==> config.mk <==
export PLATFORM = sky130hd
export DESIGN_NAME = tilelink_ul_arb_2m1s
export DESIGN_NICKNAME = d
export VERILOG_FILES = /design/src/rtl/tilelink_ul_arb_2m1s.sv
export SDC_FILE = /design/constraint.sdc
export NUM_CORES = 1
export LEC_CHECK = 0
export CORE_AREA = 2 2 282 284
export DETAILED_ROUTE_END_ITERATION = 8
export DIE_AREA = 0 0 284 286
export GPL_TIMING_DRIVEN = 0
export PLACE_DENSITY_LB_ADDON = 0.3
export SLEW_MARGIN = 10
export SYNTH_ARGS = -nofsm -noshare
export SYNTH_HDL_FRONTEND = slang
export SYNTH_SLANG_ARGS = --single-unit
==> constraint.sdc <==
create_clock -name clk -period 2.84 [get_ports clk]
set_input_delay 0.426 -clock clk [delete_from_list [all_inputs] [get_ports clk]]
set_output_delay 0.426 -clock clk [all_outputs]
set_load 0.01 [all_outputs]
==> src/rtl/tilelink_ul_arb_2m1s.sv <==
// Two-master, one-slave TileLink-UL arbiter with round-robin grant and one transaction in flight.
// Define TL_ARB_TIMEOUT_EN to add a D-channel timeout that returns an error response to the master.
module tilelink_ul_arb_2m1s #(
   parameter int TL_ADDR_WIDTH   = 64,
   parameter int TL_DATA_WIDTH   = 64,
   parameter int TL_STRB_WIDTH   = TL_DATA_WIDTH / 8,
   parameter int TL_SOURCE_WIDTH = 3,
   parameter int TL_SINK_WIDTH   = 3,
   parameter int TL_OPCODE_WIDTH = 3,
   parameter int TL_PARAM_WIDTH  = 3,
   parameter int TL_SIZE_WIDTH   = 8,
   parameter int TIMEOUT_CYCLES  = 255
) (
   input  logic                       clk,
   input  logic                       rst,
   input  logic                       m0_a_valid,
   input  logic [TL_OPCODE_WIDTH-1:0] m0_a_opcode,
   input  logic [TL_PARAM_WIDTH-1:0]  m0_a_param,
   input  logic [TL_ADDR_WIDTH-1:0]   m0_a_address,
   input  logic [TL_SIZE_WIDTH-1:0]   m0_a_size,
   input  logic [TL_STRB_WIDTH-1:0]   m0_a_mask,
   input  logic [TL_DATA_WIDTH-1:0]   m0_a_data,
   input  logic [TL_SOURCE_WIDTH-1:0] m0_a_source,
   output logic                       m0_a_ready,
   input  logic                       m1_a_valid,
   input  logic [TL_OPCODE_WIDTH-1:0] m1_a_opcode,
   input  logic [TL_PARAM_WIDTH-1:0]  m1_a_param,
   input  logic [TL_ADDR_WIDTH-1:0]   m1_a_address,
   input  logic [TL_SIZE_WIDTH-1:0]   m1_a_size,
   input  logic [TL_STRB_WIDTH-1:0]   m1_a_mask,
   input  logic [TL_DATA_WIDTH-1:0]   m1_a_data,
   input  logic [TL_SOURCE_WIDTH-1:0] m1_a_source,
   output logic                       m1_a_ready,
   output logic                       m0_d_valid,
   output logic [TL_OPCODE_WIDTH-1:0] m0_d_opcode,
   output logic [TL_PARAM_WIDTH-1:0]  m0_d_param,
   output logic [TL_SIZE_WIDTH-1:0]   m0_d_size,
   output logic [TL_SINK_WIDTH-1:0]   m0_d_sink,
   output logic [TL_SOURCE_WIDTH-1:0] m0_d_source,
   output logic [TL_DATA_WIDTH-1:0]   m0_d_data,
   output logic                       m0_d_error,
   input  logic                       m0_d_ready,
   output logic                       m1_d_valid,
   output logic [TL_OPCODE_WIDTH-1:0] m1_d_opcode,
   output logic [TL_PARAM_WIDTH-1:0]  m1_d_param,
   output logic [TL_SIZE_WIDTH-1:0]   m1_d_size,
   output logic [TL_SINK_WIDTH-1:0]   m1_d_sink,
   output logic [TL_SOURCE_WIDTH-1:0] m1_d_source,
   output logic [TL_DATA_WIDTH-1:0]   m1_d_data,
   output logic                       m1_d_error,
   input  logic                       m1_d_ready,
   output logic                       s_a_valid,
   output logic [TL_OPCODE_WIDTH-1:0] s_a_opcode,
   output logic [TL_PARAM_WIDTH-1:0]  s_a_param,
   output logic [TL_ADDR_WIDTH-1:0]   s_a_address,
   output logic [TL_SIZE_WIDTH-1:0]   s_a_size,
   output logic [TL_STRB_WIDTH-1:0]   s_a_mask,
   output logic [TL_DATA_WIDTH-1:0]   s_a_data,
   output logic [TL_SOURCE_WIDTH-1:0] s_a_source,
   input  logic                       s_a_ready,
   input  logic                       s_d_valid,
   input  logic [TL_OPCODE_WIDTH-1:0] s_d_opcode,
   input  logic [TL_PARAM_WIDTH-1:0]  s_d_param,
   input  logic [TL_SIZE_WIDTH-1:0]   s_d_size,
   input  logic [TL_SINK_WIDTH-1:0]   s_d_sink,
   input  logic [TL_SOURCE_WIDTH-1:0] s_d_source,
   input  logic [TL_DATA_WIDTH-1:0]   s_d_data,
   input  logic                       s_d_error,
   output logic                       s_d_ready,
   output logic                       grant_id,
   output logic                       busy,
   output logic                       timeout_pulse
);

   typedef enum logic [1:0] {
      IDLE    = 2'd0,
      A_XFER  = 2'd1,
      D_WAIT  = 2'd2
`ifdef TL_ARB_TIMEOUT_EN
      ,ERR_RSP = 2'd3
`endif
   } state_t;

   state_t state_q, state_d;
   logic   grant_q, grant_d;
   logic   ptr_q, ptr_d;

`ifdef TL_ARB_TIMEOUT_EN
   localparam int CNT_W = $clog2(TIMEOUT_CYCLES + 1);
   logic [CNT_W-1:0]           cnt_q, cnt_d;
   logic                       pulse_q, pulse_d;
   logic [TL_OPCODE_WIDTH-1:0] cap_op_q, cap_op_d;
   logic [TL_SOURCE_WIDTH-1:0] cap_src_q, cap_src_d;
`endif

   always_comb begin
      state_d = state_q;
      grant_d = grant_q;
      ptr_d   = ptr_q;
`ifdef TL_ARB_TIMEOUT_EN
      cnt_d     = cnt_q;
      pulse_d   = 1'b0;
      cap_op_d  = cap_op_q;
      cap_src_d = cap_src_q;
`endif
      case (state_q)
         IDLE: begin
            if (m0_a_valid || m1_a_valid) begin
               // Contention goes to the pointer; otherwise the lone requester wins.
               grant_d = (m0_a_valid && m1_a_valid) ? ptr_q : m1_a_valid;
               state_d = A_XFER;
            end
         end
         A_XFER: begin
            if (s_a_valid && s_a_ready) begin
               state_d = D_WAIT;
`ifdef TL_ARB_TIMEOUT_EN
               cnt_d     = '0;
               cap_op_d  = s_a_opcode;
               cap_src_d = s_a_source;
`endif
            end
         end
         D_WAIT: begin
            if (s_d_valid && s_d_ready) begin
               state_d = IDLE;
               ptr_d   = ~grant_q;
            end
`ifdef TL_ARB_TIMEOUT_EN
            else begin
               cnt_d = cnt_q + 1'b1;
               if (cnt_d == CNT_W'(TIMEOUT_CYCLES)) begin
                  state_d = ERR_RSP;
                  pulse_d = 1'b1;
               end
            end
`endif
         end
`ifdef TL_ARB_TIMEOUT_EN
         ERR_RSP: begin
            if (grant_q ? m1_d_ready : m0_d_ready) begin
               state_d = IDLE;
               ptr_d   = ~grant_q;
            end
         end
`endif
         default: state_d = IDLE;
      endcase
   end

   always_ff @(posedge clk) begin
      if (rst) begin
         state_q <= IDLE;
         grant_q <= 1'b0;
         ptr_q   <= 1'b0;
`ifdef TL_ARB_TIMEOUT_EN
         cnt_q   <= '0;
         pulse_q <= 1'b0;
`endif
      end else begin
         state_q <= state_d;
         grant_q <= grant_d;
         ptr_q   <= ptr_d;
`ifdef TL_ARB_TIMEOUT_EN
         cnt_q   <= cnt_d;
         pulse_q <= pulse_d;
`endif
      end
   end

`ifdef TL_ARB_TIMEOUT_EN
   always_ff @(posedge clk) begin
      cap_op_q  <= cap_op_d;
      cap_src_q <= cap_src_d;
   end
   assign timeout_pulse = pulse_q;
`else
   assign timeout_pulse = 1'b0;
`endif

   assign grant_id = grant_q;
   assign busy     = (state_q != IDLE);

   // A-channel payload follows the grant; only valid/ready are state-gated.
   assign s_a_opcode  = grant_q ? m1_a_opcode  : m0_a_opcode;
   assign s_a_param   = grant_q ? m1_a_param   : m0_a_param;
   assign s_a_address = grant_q ? m1_a_address : m0_a_address;
   assign s_a_size    = grant_q ? m1_a_size    : m0_a_size;
   assign s_a_mask    = grant_q ? m1_a_mask    : m0_a_mask;
   assign s_a_data    = grant_q ? m1_a_data    : m0_a_data;
   assign s_a_source  = grant_q ? m1_a_source  : m0_a_source;

   always_comb begin
      s_a_valid   = 1'b0;
      s_d_ready   = 1'b0;
      m0_a_ready  = 1'b0;
      m1_a_ready  = 1'b0;
      m0_d_valid  = 1'b0;
      m1_d_valid  = 1'b0;
      m0_d_opcode = s_d_opcode;
      m0_d_param  = s_d_param;
      m0_d_size   = s_d_size;
      m0_d_sink   = s_d_sink;
      m0_d_source = s_d_source;
      m0_d_data   = s_d_data;
      m0_d_error  = s_d_error;
      m1_d_opcode = s_d_opcode;
      m1_d_param  = s_d_param;
      m1_d_size   = s_d_size;
      m1_d_sink   = s_d_sink;
      m1_d_source = s_d_source;
      m1_d_data   = s_d_data;
      m1_d_error  = s_d_error;
      case (state_q)
         IDLE: s_d_ready = 1'b1;
         A_XFER: begin
            s_a_valid = grant_q ? m1_a_valid : m0_a_valid;
            if (grant_q) m1_a_ready = s_a_ready;
            else         m0_a_ready = s_a_ready;
         end
         D_WAIT: begin
            if (grant_q) begin
               m1_d_valid = s_d_valid;
               s_d_ready  = m1_d_ready;
            end else begin
               m0_d_valid = s_d_valid;
               s_d_ready  = m0_d_ready;
            end
         end
`ifdef TL_ARB_TIMEOUT_EN
         ERR_RSP: begin
            if (grant_q) begin
               m1_d_valid  = 1'b1;
               m1_d_error  = 1'b1;
               m1_d_opcode = (cap_op_q == TL_OPCODE_WIDTH'(4)) ? TL_OPCODE_WIDTH'(1) : '0;
               m1_d_param  = '0;
               m1_d_size   = '0;
               m1_d_sink   = '0;
               m1_d_source = cap_src_q;
               m1_d_data   = '0;
            end else begin
               m0_d_valid  = 1'b1;
               m0_d_error  = 1'b1;
               m0_d_opcode = (cap_op_q == TL_OPCODE_WIDTH'(4)) ? TL_OPCODE_WIDTH'(1) : '0;
               m0_d_param  = '0;
               m0_d_size   = '0;
               m0_d_sink   = '0;
               m0_d_source = cap_src_q;
               m0_d_data   = '0;
            end
         end
`endif
         default: s_d_ready = 1'b0;
      endcase
   end

endmodule

==> impl_results.md <==
* CP Class: reg2out
* Die height at 286 um
* Final hold vios at 0
* Clk Latency, worst-skew pair at 0.22 ns
* Layout cells sized above 1 at 33.9%
* GRT overflow at 0
* DR WL/cell at 15.4 um
* Slew headroom at 60.7%
* Top cell type by total area after synthesis: mux2_2
* Crit path time final at 2.68 ns
* First-pass GRT wire length at 41600 um
* Port Buffers at 644
* Number of CTS-inserted buffers at 3
* Syn_area_per_cell at 8.98 um^2
* Status: completed
* RSZ-0062 raised after global routing: false
* Mapped Cells at 372
* Area contributors post-synth: mux2_2 (52%), buf_4 (38%), buf_2 (2.4%)
* Total core area at 78400 um^2
* Clk slew on worst S/H paths at 0.03 ns
* DIE AREA at 81200 um^2
* Total routed wirelength at 31900 um
* Clock sinks at 4
* Static leakage at 4.15 nW
* DIE WIDTH at 284 um
* TritonCTS clock tree: yes
* Fmax at 373 MHz
* Starting Density at 4.27%
* Post-synth EDFFs at 0
* Min Hold Slack at 0.493 ns
* Tot GR Track Use at 7.09%
* Synth unique cells at 19
* First-pass DRT Iterations at 4
* Max-slew violation count at 0
* Post-synth top area share at 51.6%
* Final setup viols at 0
* Mapped Area at 3340 um^2
* Syn. warnings at 0
* Worst-case clock buffer depth at 2
* H-tree Lvls at 1
* Max Fanout on Critical Path at 18
* RD Place Congestion at 0.838
* Final worst-path cycle share at 94.4%
* Critical path arrival at 2.26 ns
* Sequential-to-total area share from yosys stat at 2.40%
* Worst-Margin Slew at 0.592 ns
* Setup TNS Final at 0 ns
* Largest net degree at the start of global routing at 17
* HP Class: reg2reg
* Number of global-route vias before repair at 5510
* P per Cell Area at 189 nW/um^2
* Syn Nets at 771
* Async SR Flop Fraction at 0%
* Fill cells at 8937
* Routed vias at 5087
* Synth Flop Type: dfxtp_1
* Row count at 103
* Worst vdd ir at 0.122 mV
* Flop and latch count out of synthesis at 4
* Drc violations at 0
* # IOs at 731
* CP required at 2.41 ns
* CTS Root Cell: clkbuf_16
* Area growth syn-to-layout at 235%
* Top-count cell post-synth: buf_4
* CP Launch Type: flip-flop
* Final HPWL from detailed placement at 29600 um
* Skew final at 0.00180 ns
* Vias per inst at 2.46
* Final net count at 1419
* Max_cap viols at 0
* Setup crit end kind: output pin
* Initial drt markers at 65
* ANT nets after route at 0
* Synth top cells by count: buf_4 (171), mux2_2 (153), buf_2 (16)
* Initial antenna violation count at 2
[layer usage]
| metal | GRT usage [%] | vias to the layer above | part of all wire [%] |
|---|---|---|---|
| li1 | - | 2400 | - |
| met1 | 8.38 | 2322 | 40 |
| met2 | 12.9 | 351 | 50 |
| met3 | 2.19 | 14 | 9.0 |
| met4 | 0.816 | 0 | 1.3 |
| met5 | 0 | - | 0 |
[where the power goes]
part           switching, W  internal [W]  leakage, nW
Clock             0.0000403      0.000180       0.0370
Sequential       0.00000452     0.0000598       0.0328
Combinational      0.000615       0.00121         4.08
[repair_timing]
item | 4_1_cts | 5_1_grt
buffers inserted | 0 | 0
resized for setup | 2 | 5
hold buffers | 0 | 0
setup endpoints to repair | 100 | 5
[flip-flops by register name, indices dropped and copies added, names as in the netlist]
register and cells:
grant_id 1, ptr_q 1, state_q 2
[final cells by class]
class | instances | area [um^2] | share of cell area [%]
repair buffers | 644 | 6460 | 57.7
multi-input cells | 176 | 1860 | 16.7
plain buffers | 188 | 1380 | 12.3
well taps | 1050 | 1310 | 11.7
flip-flops and latches | 4 | 80.1 | 0.716
clock buffers | 3 | 75.1 | 0.671
inverters | 3 | 11.3 | 0.101
diodes | 3 | 7.51 | 0.0671
[worst max-delay path: stages (launching register included)]
cell             delay [ns]
dfxtp_1                0.35
buf_6                  0.24
buf_2                  0.31
mux2_2                 0.38
clkdlybuf4s50_1        0.69
[cells by family (layout without fill, tap and decap cells)]
| kind of cell | Yosys count | in the layout | share of synthesized area (%) |
|---|---|---|---|
| mux | 155 | 155 | 52.2 |
| buf+inv | 192 | 838 | 41.8 |
| other cells | 1 | 4 | 0.112 |
| compound gates | 8 | 8 | 1.50 |
| simple gates | 12 | 12 | 2.02 |
| flops | 4 | 4 | 2.40 |
[final timing paths]
kind                              start  cells past startpoint  slack, ns                 endpoint
hold reg to reg      ptr_q$_SDFFE_PP0P_                      2       0.49       ptr_q$_SDFFE_PP0P_
hold / removal       ptr_q$_SDFFE_PP0P_                      2       0.49       ptr_q$_SDFFE_PP0P_
setup / recovery  grant_id$_SDFFE_PP0P_                      4       0.16             s_a_data[49]
setup reg to reg  grant_id$_SDFFE_PP0P_                      5       1.31  state_q[0]$_SDFFE_PP0P_
[metrics by stage]
step,cell area [um^2],utilization (%),worst slack (ns),total power [W],instances
6_report,11200,14.3,0.159,0.00211,2071
5_1_grt,11200,14.3,0.00629,0.00223,2069
4_1_cts,11200,14.3,0.00863,0.00217,2068
3_5_place_dp,11100,14.2,-0.138,0.00194,2066
3_3_place_gp,11100,14.2,-0.107,0.00194,2066
2_1_floorplan,3340,-,1.17,0.000698,372
[layout by cell type (no fill, tap or decap), drive strengths merged]
| cell type | count |
|---|---|
| a21oi | 3 |
| buf | 188 |
| clkbuf | 3 |
| clkdlybuf4s50 | 637 |
| conb | 1 |
| dfxtp | 4 |
| diode | 3 |
| dlygate4sd2 | 2 |
| dlymetal6s2s | 5 |
| inv | 3 |
| mux2 | 153 |
| mux2i | 2 |
| nand3b | 2 |
| nor2 | 5 |
| nor2b | 1 |
| nor3 | 1 |
| nor3b | 1 |
| o211ai | 1 |
| o21ai | 2 |
| o32ai | 2 |
| or3 | 1 |
| or3b | 1 |
(Power assumes the default switching activity.)
